==> config.mk <==
export PLATFORM = sky130hd
export DESIGN_NAME = upc_sequencer
export DESIGN_NICKNAME = d
export VERILOG_FILES = /design/src/rtl/upc_seq_pkg.sv /design/src/rtl/upc_stack.sv /design/src/rtl/upc_sequencer.sv
export SDC_FILE = /design/constraint.sdc
export NUM_CORES = 1
export LEC_CHECK = 0
export CORE_MARGIN = 2
export CORE_UTILIZATION = 62
export DETAILED_ROUTE_END_ITERATION = 8
export DONT_BUFFER_PORTS = 1
export PLACE_DENSITY = 0.78
export RECOVER_POWER = 100
export SLEW_MARGIN = 10
export SYNTH_ARGS = -nofsm -noshare
export SYNTH_HDL_FRONTEND = slang
export SYNTH_HIERARCHICAL = 1
export SYNTH_SLANG_ARGS = --single-unit
==> constraint.sdc <==
create_clock -name clk -period 6.56 [get_ports clk]
set_input_delay 0.984 -clock clk [delete_from_list [all_inputs] [get_ports clk]]
set_output_delay 0.984 -clock clk [all_outputs]
set_load 0.02 [all_outputs]
==> src/rtl/upc_seq_pkg.sv <==
// Shared definitions for the microprogram address sequencer:
// next-address op encodings and the run/halt state type.
package upc_seq_pkg;

   localparam logic [2:0] OP_NEXT  = 3'd0;
   localparam logic [2:0] OP_MAP   = 3'd1;
   localparam logic [2:0] OP_JUMP  = 3'd2;
   localparam logic [2:0] OP_CJUMP = 3'd3;
   localparam logic [2:0] OP_CALL  = 3'd4;
   localparam logic [2:0] OP_RET   = 3'd5;
   localparam logic [2:0] OP_HALT  = 3'd6;
   localparam logic [2:0] OP_FETCH = 3'd7;

   typedef enum logic {
      RUN  = 1'b0,
      HALT = 1'b1
   } seq_state_e;

endpackage

==> src/rtl/upc_stack.sv <==
// Micro-subroutine return-address LIFO with occupancy counter and synchronous clear.
// Storage is not reset; only the occupancy decides which entries are meaningful.
module upc_stack #(
   parameter int AW    = 8,
   parameter int DEPTH = 4,
   localparam int SPW  = $clog2(DEPTH + 1),
   localparam int IW   = (DEPTH > 1) ? $clog2(DEPTH) : 1
) (
   input  logic           clk,
   input  logic           rst,
   input  logic           clr,
   input  logic           push,
   input  logic           pop,
   input  logic [AW-1:0]  din,
   output logic [AW-1:0]  top,
   output logic           full,
   output logic           empty,
   output logic [SPW-1:0] sp
);

   localparam logic [SPW-1:0] SP_ONE   = {{(SPW-1){1'b0}}, 1'b1};
   localparam logic [SPW-1:0] SP_ZERO  = {SPW{1'b0}};
   localparam logic [SPW-1:0] SP_DEPTH = SPW'(DEPTH);

   logic [AW-1:0]  mem_r [DEPTH];
   logic [SPW-1:0] sp_r;
   logic [SPW-1:0] sp_dec_s;
   logic [IW-1:0]  wr_idx_s;
   logic [IW-1:0]  rd_idx_s;
   logic           full_s;
   logic           empty_s;

   assign full_s   = (sp_r == SP_DEPTH);
   assign empty_s  = (sp_r == SP_ZERO);
   assign sp_dec_s = sp_r - SP_ONE;
   assign wr_idx_s = sp_r[IW-1:0];
   assign rd_idx_s = sp_dec_s[IW-1:0];

   assign top   = mem_r[rd_idx_s];
   assign full  = full_s;
   assign empty = empty_s;
   assign sp    = sp_r;

   // Entry storage: write the next free slot on an accepted push.
   always_ff @(posedge clk) begin
      if (push && !full_s) begin
         mem_r[wr_idx_s] <= din;
      end
   end

   // Occupancy counter; push wins if both are ever requested together.
   always_ff @(posedge clk or negedge rst) begin
      if (!rst) begin
         sp_r <= SP_ZERO;
      end else if (clr) begin
         sp_r <= SP_ZERO;
      end else if (push && !full_s) begin
         sp_r <= sp_r + SP_ONE;
      end else if (pop && !empty_s) begin
         sp_r <= sp_dec_s;
      end else begin
         sp_r <= sp_r;
      end
   end

endmodule

==> src/rtl/upc_sequencer.sv <==
// Microprogram address sequencer: produces the control-store address each clock
// from the microinstruction next-address mode, with call/return and halt handling.
module upc_sequencer
   import upc_seq_pkg::*;
#(
   parameter int              AW         = 8,
   parameter int              SW         = 8,
   parameter int              DEPTH      = 4,
   parameter logic [AW-1:0]   FETCH_ADDR = {AW{1'b0}},
   localparam int             CSW        = (SW > 1) ? $clog2(SW) : 1,
   localparam int             SPW        = $clog2(DEPTH + 1)
) (
   input  logic           clk,
   input  logic           rst,
   input  logic           en,
   input  logic           restart,
   input  logic [2:0]     op,
   input  logic [CSW-1:0] cond_sel,
   input  logic           cond_pol,
   input  logic [AW-1:0]  jump_addr,
   input  logic [AW-1:0]  map_addr,
   input  logic [SW-1:0]  status,
   output logic [AW-1:0]  upc,
   output logic           halted,
   output logic           stack_ovf,
   output logic           stack_unf,
   output logic [SPW-1:0] sp
);

   localparam logic [AW-1:0] UPC_ONE = {{(AW-1){1'b0}}, 1'b1};

   seq_state_e    state_r;
   logic [AW-1:0] upc_r;
   logic          ovf_r;
   logic          unf_r;

   logic [AW-1:0] upc_inc_s;
   logic [AW-1:0] stack_top_s;
   logic          stack_full_s;
   logic          stack_empty_s;
   logic          active_s;
   logic          push_s;
   logic          pop_s;
   logic          cond_s;

   assign upc_inc_s = upc_r + UPC_ONE;
   assign active_s  = (state_r == RUN) && en && !restart;
   assign push_s    = active_s && (op == OP_CALL) && !stack_full_s;
   assign pop_s     = active_s && (op == OP_RET) && !stack_empty_s;

   // Branch condition; an out-of-range flag select never branches.
   always_comb begin
      cond_s = 1'b0;
      if (int'(cond_sel) < SW) begin
         cond_s = status[cond_sel] ^ cond_pol;
      end else begin
         cond_s = 1'b0;
      end
   end

   upc_stack #(
      .AW    (AW),
      .DEPTH (DEPTH)
   ) u_stack (
      .clk   (clk),
      .rst   (rst),
      .clr   (restart),
      .push  (push_s),
      .pop   (pop_s),
      .din   (upc_inc_s),
      .top   (stack_top_s),
      .full  (stack_full_s),
      .empty (stack_empty_s),
      .sp    (sp)
   );

   // Sequencer FSM: restart, then halt hold, then enable hold, then op decode.
   always_ff @(posedge clk or negedge rst) begin
      if (!rst) begin
         state_r <= RUN;
         upc_r   <= FETCH_ADDR;
         ovf_r   <= 1'b0;
         unf_r   <= 1'b0;
      end else if (restart) begin
         state_r <= RUN;
         upc_r   <= FETCH_ADDR;
         ovf_r   <= 1'b0;
         unf_r   <= 1'b0;
      end else if (state_r == HALT) begin
         upc_r <= upc_r;
      end else if (en) begin
         case (op)
            OP_NEXT:  upc_r <= upc_inc_s;
            OP_MAP:   upc_r <= map_addr;
            OP_JUMP:  upc_r <= jump_addr;
            OP_CJUMP: upc_r <= cond_s ? jump_addr : upc_inc_s;
            OP_CALL: begin
               if (stack_full_s) begin
                  ovf_r   <= 1'b1;
                  state_r <= HALT;
               end else begin
                  upc_r <= jump_addr;
               end
            end
            OP_RET: begin
               if (stack_empty_s) begin
                  unf_r   <= 1'b1;
                  state_r <= HALT;
               end else begin
                  upc_r <= stack_top_s;
               end
            end
            OP_HALT:  state_r <= HALT;
            OP_FETCH: upc_r <= FETCH_ADDR;
            default:  upc_r <= upc_r;
         endcase
      end else begin
         upc_r <= upc_r;
      end
   end

   assign upc       = upc_r;
   assign halted    = (state_r == HALT);
   assign stack_ovf = ovf_r;
   assign stack_unf = unf_r;

endmodule

==> impl_summary.log <==
[metrics] critical path data arrival time: 4010 ps
[metrics] number of filler cells placed in the layout: 277
[metrics] portion of synthesized cell area occupied by the leading cell type: 0.367
[metrics] number of DRC violations after detailed-routing iteration 0: 176
[metrics] top flip-flop cell by instance count after synthesis: edfxtp_1
[metrics] layout cells sized above 1: 0.101
[metrics] worst slew margin relative to its limit: 0.331
[metrics] via count: 1,877
[metrics] setup slack of the critical path after layout: 2490 ps
[metrics] Fmax achieved: 245 MHz
[metrics] routed length per instance: 22.1 µm
[metrics] Final GP Congestion: 0.935
[metrics] worst clock skew on the final layout: 9.42 ps
[metrics] routed vias/inst: 7.00
[metrics] clock network latency to the later pin of the worst-skew pair: 300 ps
[metrics] total setup violations reported at the end of the flow: 0
[metrics] first-pass GRT wire length: 8930 µm
[metrics] number of post-CTS setup repair buffers: 0
[metrics] drt total wl: 5920 µm
[metrics] worst slack after detailed placement: 2630 ps
[metrics] Yosys warning total: 6
[metrics] number of nets in the layout: 258
[metrics] transition time at the pin with the least slew margin: 990 ps
[metrics] count of hold-fix buffers inserted at cts: 0
[metrics] cell area after placement: 0.00264 mm²
[metrics] antenna violations before repair: 0
[metrics] number of buffers created by CTS: 5
[metrics] FF/Latch Area: 0.00131 mm²
[metrics] # resized after CTS: 0
[metrics] number of endpoints with negative hold slack in the final report: 0
[metrics] outcome: finished clean
[metrics] number of global-route vias before repair: 1,853
[metrics] biggest area contributors in the synthesized netlist: edfxtp_1 37%, dfrtp_1 13%, mux4_2 6.9%
[metrics] kind of path behind the tightest hold check: in -> async
[metrics] total power density per cell area: 219 mW/mm²
[metrics] fin crit period: 4070 ps
[metrics] IR Drop Worst-Case VDD: 0.159 mV
[metrics] clock transition at the registers of the reported paths: 90 ps
[metrics] floorplan die area: 0.00476 mm²
[metrics] maximum capacitance violations: 0
[metrics] CTS H-tree depth: 2
[metrics] Die W: 69.0 µm
[metrics] leakage power: 0.966 nW
[metrics] total power consumption of the routed design: 0.598 mW
[metrics] Post-Syn Nets: 261
[metrics] Pre-Repair DR Iteration Count: 5
[metrics] post-synthesis instance area: 0.00262 mm²
[metrics] standard cell core area: 0.00403 mm²
[metrics] Unique masters post-synth: 49
[metrics] buffer depth of the longest clock path: 2
[metrics] unrepaired setup endpoints after global routing: false
[metrics] detailed placer's ending HPWL: 4490 µm
[metrics] Setup CP Type: reg -> reg
[metrics] final instance area: 0.00273 mm²
[metrics] overall die height: 69.0 µm
[metrics] Worst Path Required: 6500 ps
[metrics] cell at the root of the clock tree: clkbuf_8
[metrics] DRC errors left: 0
[metrics] count of port buffers added during placement: 0
[metrics] Critical Path Source Type: flip-flop
[metrics] Global Route Usage Sum: 0.267
[metrics] count of state elements after synthesis: 46
[metrics] Async S/R FF share, synth: 0.304
[metrics] site row count: 23
[metrics] Worst setup EP type: flip-flop
[metrics] post-route ant nets: 0
[metrics] CTS tree: yes
[metrics] Post-Synthesis Cells: 220
[metrics] EDFF count, synth: 32
[metrics] number of slew-limit violations in the final report: 0
[metrics] area taken by multi-input logic gates: 0.00120 mm²
[metrics] total negative slack for setup checks: 0 ps
[metrics] total placed cells including tap cells: 260
[metrics] final std cells w/o fill: 268
[metrics] starting utilization of the core area: 0.650
[metrics] sequential-to-total area share from yosys stat: 0.501
[metrics] ports placed on the boundary: 49
[metrics] Sinks on Clock Net: 46
[metrics] remaining global-route overflow: 0
[metrics] mean area per synthesized cell: 11.9 µm²
[metrics] CP max FO: 15
[metrics] largest area contributor in the synthesized netlist: edfxtp_1
[metrics] post-synthesis to final-layout area growth: 4.35%
[metrics] number of antenna diodes: 0
[metrics] largest net degree at the start of global routing: 20
[metrics] final cycle utilization of the critical path: 0.621
[synth_stat cells, types with 2 or more instances]
cell,instances
a211oi_1,2
a21o_1,2
a21oi_1,10
a32oi_1,3
a41oi_1,3
and2_1,5
clkbuf_1,7
dfrtp_1,14
edfxtp_1,32
ha_1,6
inv_1,17
mux2i_1,9
mux4_1,2
mux4_2,8
nand2_1,15
nand2b_1,4
nand3_1,5
nand3b_1,2
nor2_1,10
nor2b_1,4
nor3_1,3
o211ai_1,8
o21ai_0,10
o21ai_1,2
o221ai_1,7
o31a_1,2
o31ai_1,2
xnor2_1,2
xor2_1,4
[sequential cells by signal, summed over array words and instances, names as in the netlist]
name / count
stack_ovf: 1
upc: 8
u_stack/mem_r: 32
stack_unf: 1
halted: 1
u_stack/sp: 3
[cells by family after synthesis]
family | after synthesis | share of synthesized area
multiplexers | 20 | 0.132
AO/OA/AOI/OAI | 59 | 0.161
AND/OR/NAND/NOR | 54 | 0.105
XOR/XNOR | 7 | 0.0306
flip-flops | 46 | 0.501
adder cells (fa/ha/maj) | 6 | 0.0287
buffers and inverters | 28 | 0.0420
[placed cells by master (no fill, tap or decap), drive strengths merged, types with 3 or more instances in the layout]
cell type and count:
nand2 15, mux2i 10, a32oi 3, o21ai 12
inv 19, dfrtp 14, edfxtp 32, o211ai 8
nor3 3, a21oi 10, clkbuf 5, ha 6
nand3 5, o221ai 7, nor2b 4, nor2 10
nand2b 4, xor2 5, and2 5, a41oi 3
mux4 10
[worst max-delay path: stages, from the launching register on]
cell      delay, ps
dfrtp_1         910
inv_1           200
ha_1            350
and2_0          230
nor4b_1         860
a21boi_0        580
and2_0          580
[final cells by class]
cell class                 count  share of cell area
inverter                      18              0.0247
multi-input combinational    146               0.438
clock buffer                   5              0.0252
tap                           50              0.0229
clock inverter                 3             0.00916
sequential                    46               0.480
[routing by layer]
metal  wire length, µm  part of all wire  track usage
met5                 0                 0            0
met4                36            0.0061       0.0662
met1              2240              0.38        0.332
met3               553             0.093       0.0682
met2              3090              0.52        0.469
[report_power, final]
| part | internal, mW | switching (mW) |
|---|---|---|
| logic | 0.0352 | 0.0457 |
| clock network | 0.0770 | 0.101 |
| registers | 0.320 | 0.0192 |
[worst paths after layout]
| check | start | slack, ps | cells past startpoint | to |
|---|---|---|---|---|
| setup reg to reg | u_stack/sp[0] | 2490 | 6 | u_stack/mem_r[1][5] |
| hold reg to reg | stack_ovf | 670 | 2 | stack_ovf |
| setup / recovery | u_stack/sp[0] | 2490 | 6 | u_stack/mem_r[1][5] |
| hold / removal | rst | 370 | 0 | stack_ovf |
| max in group asynchronous | rst | 6120 | 0 | upc[0] |
| min in group clk | stack_ovf | 670 | 2 | stack_ovf |
[metrics by stage]
stage                      util  hold slack (ps)
final                     0.678              366
after detailed placement  0.655              651
after global routing      0.678              349
after floorplan               -              610
after global placement    0.655              636
after CTS                 0.678              365
Note: power is estimated with default switching activity, not from simulation.
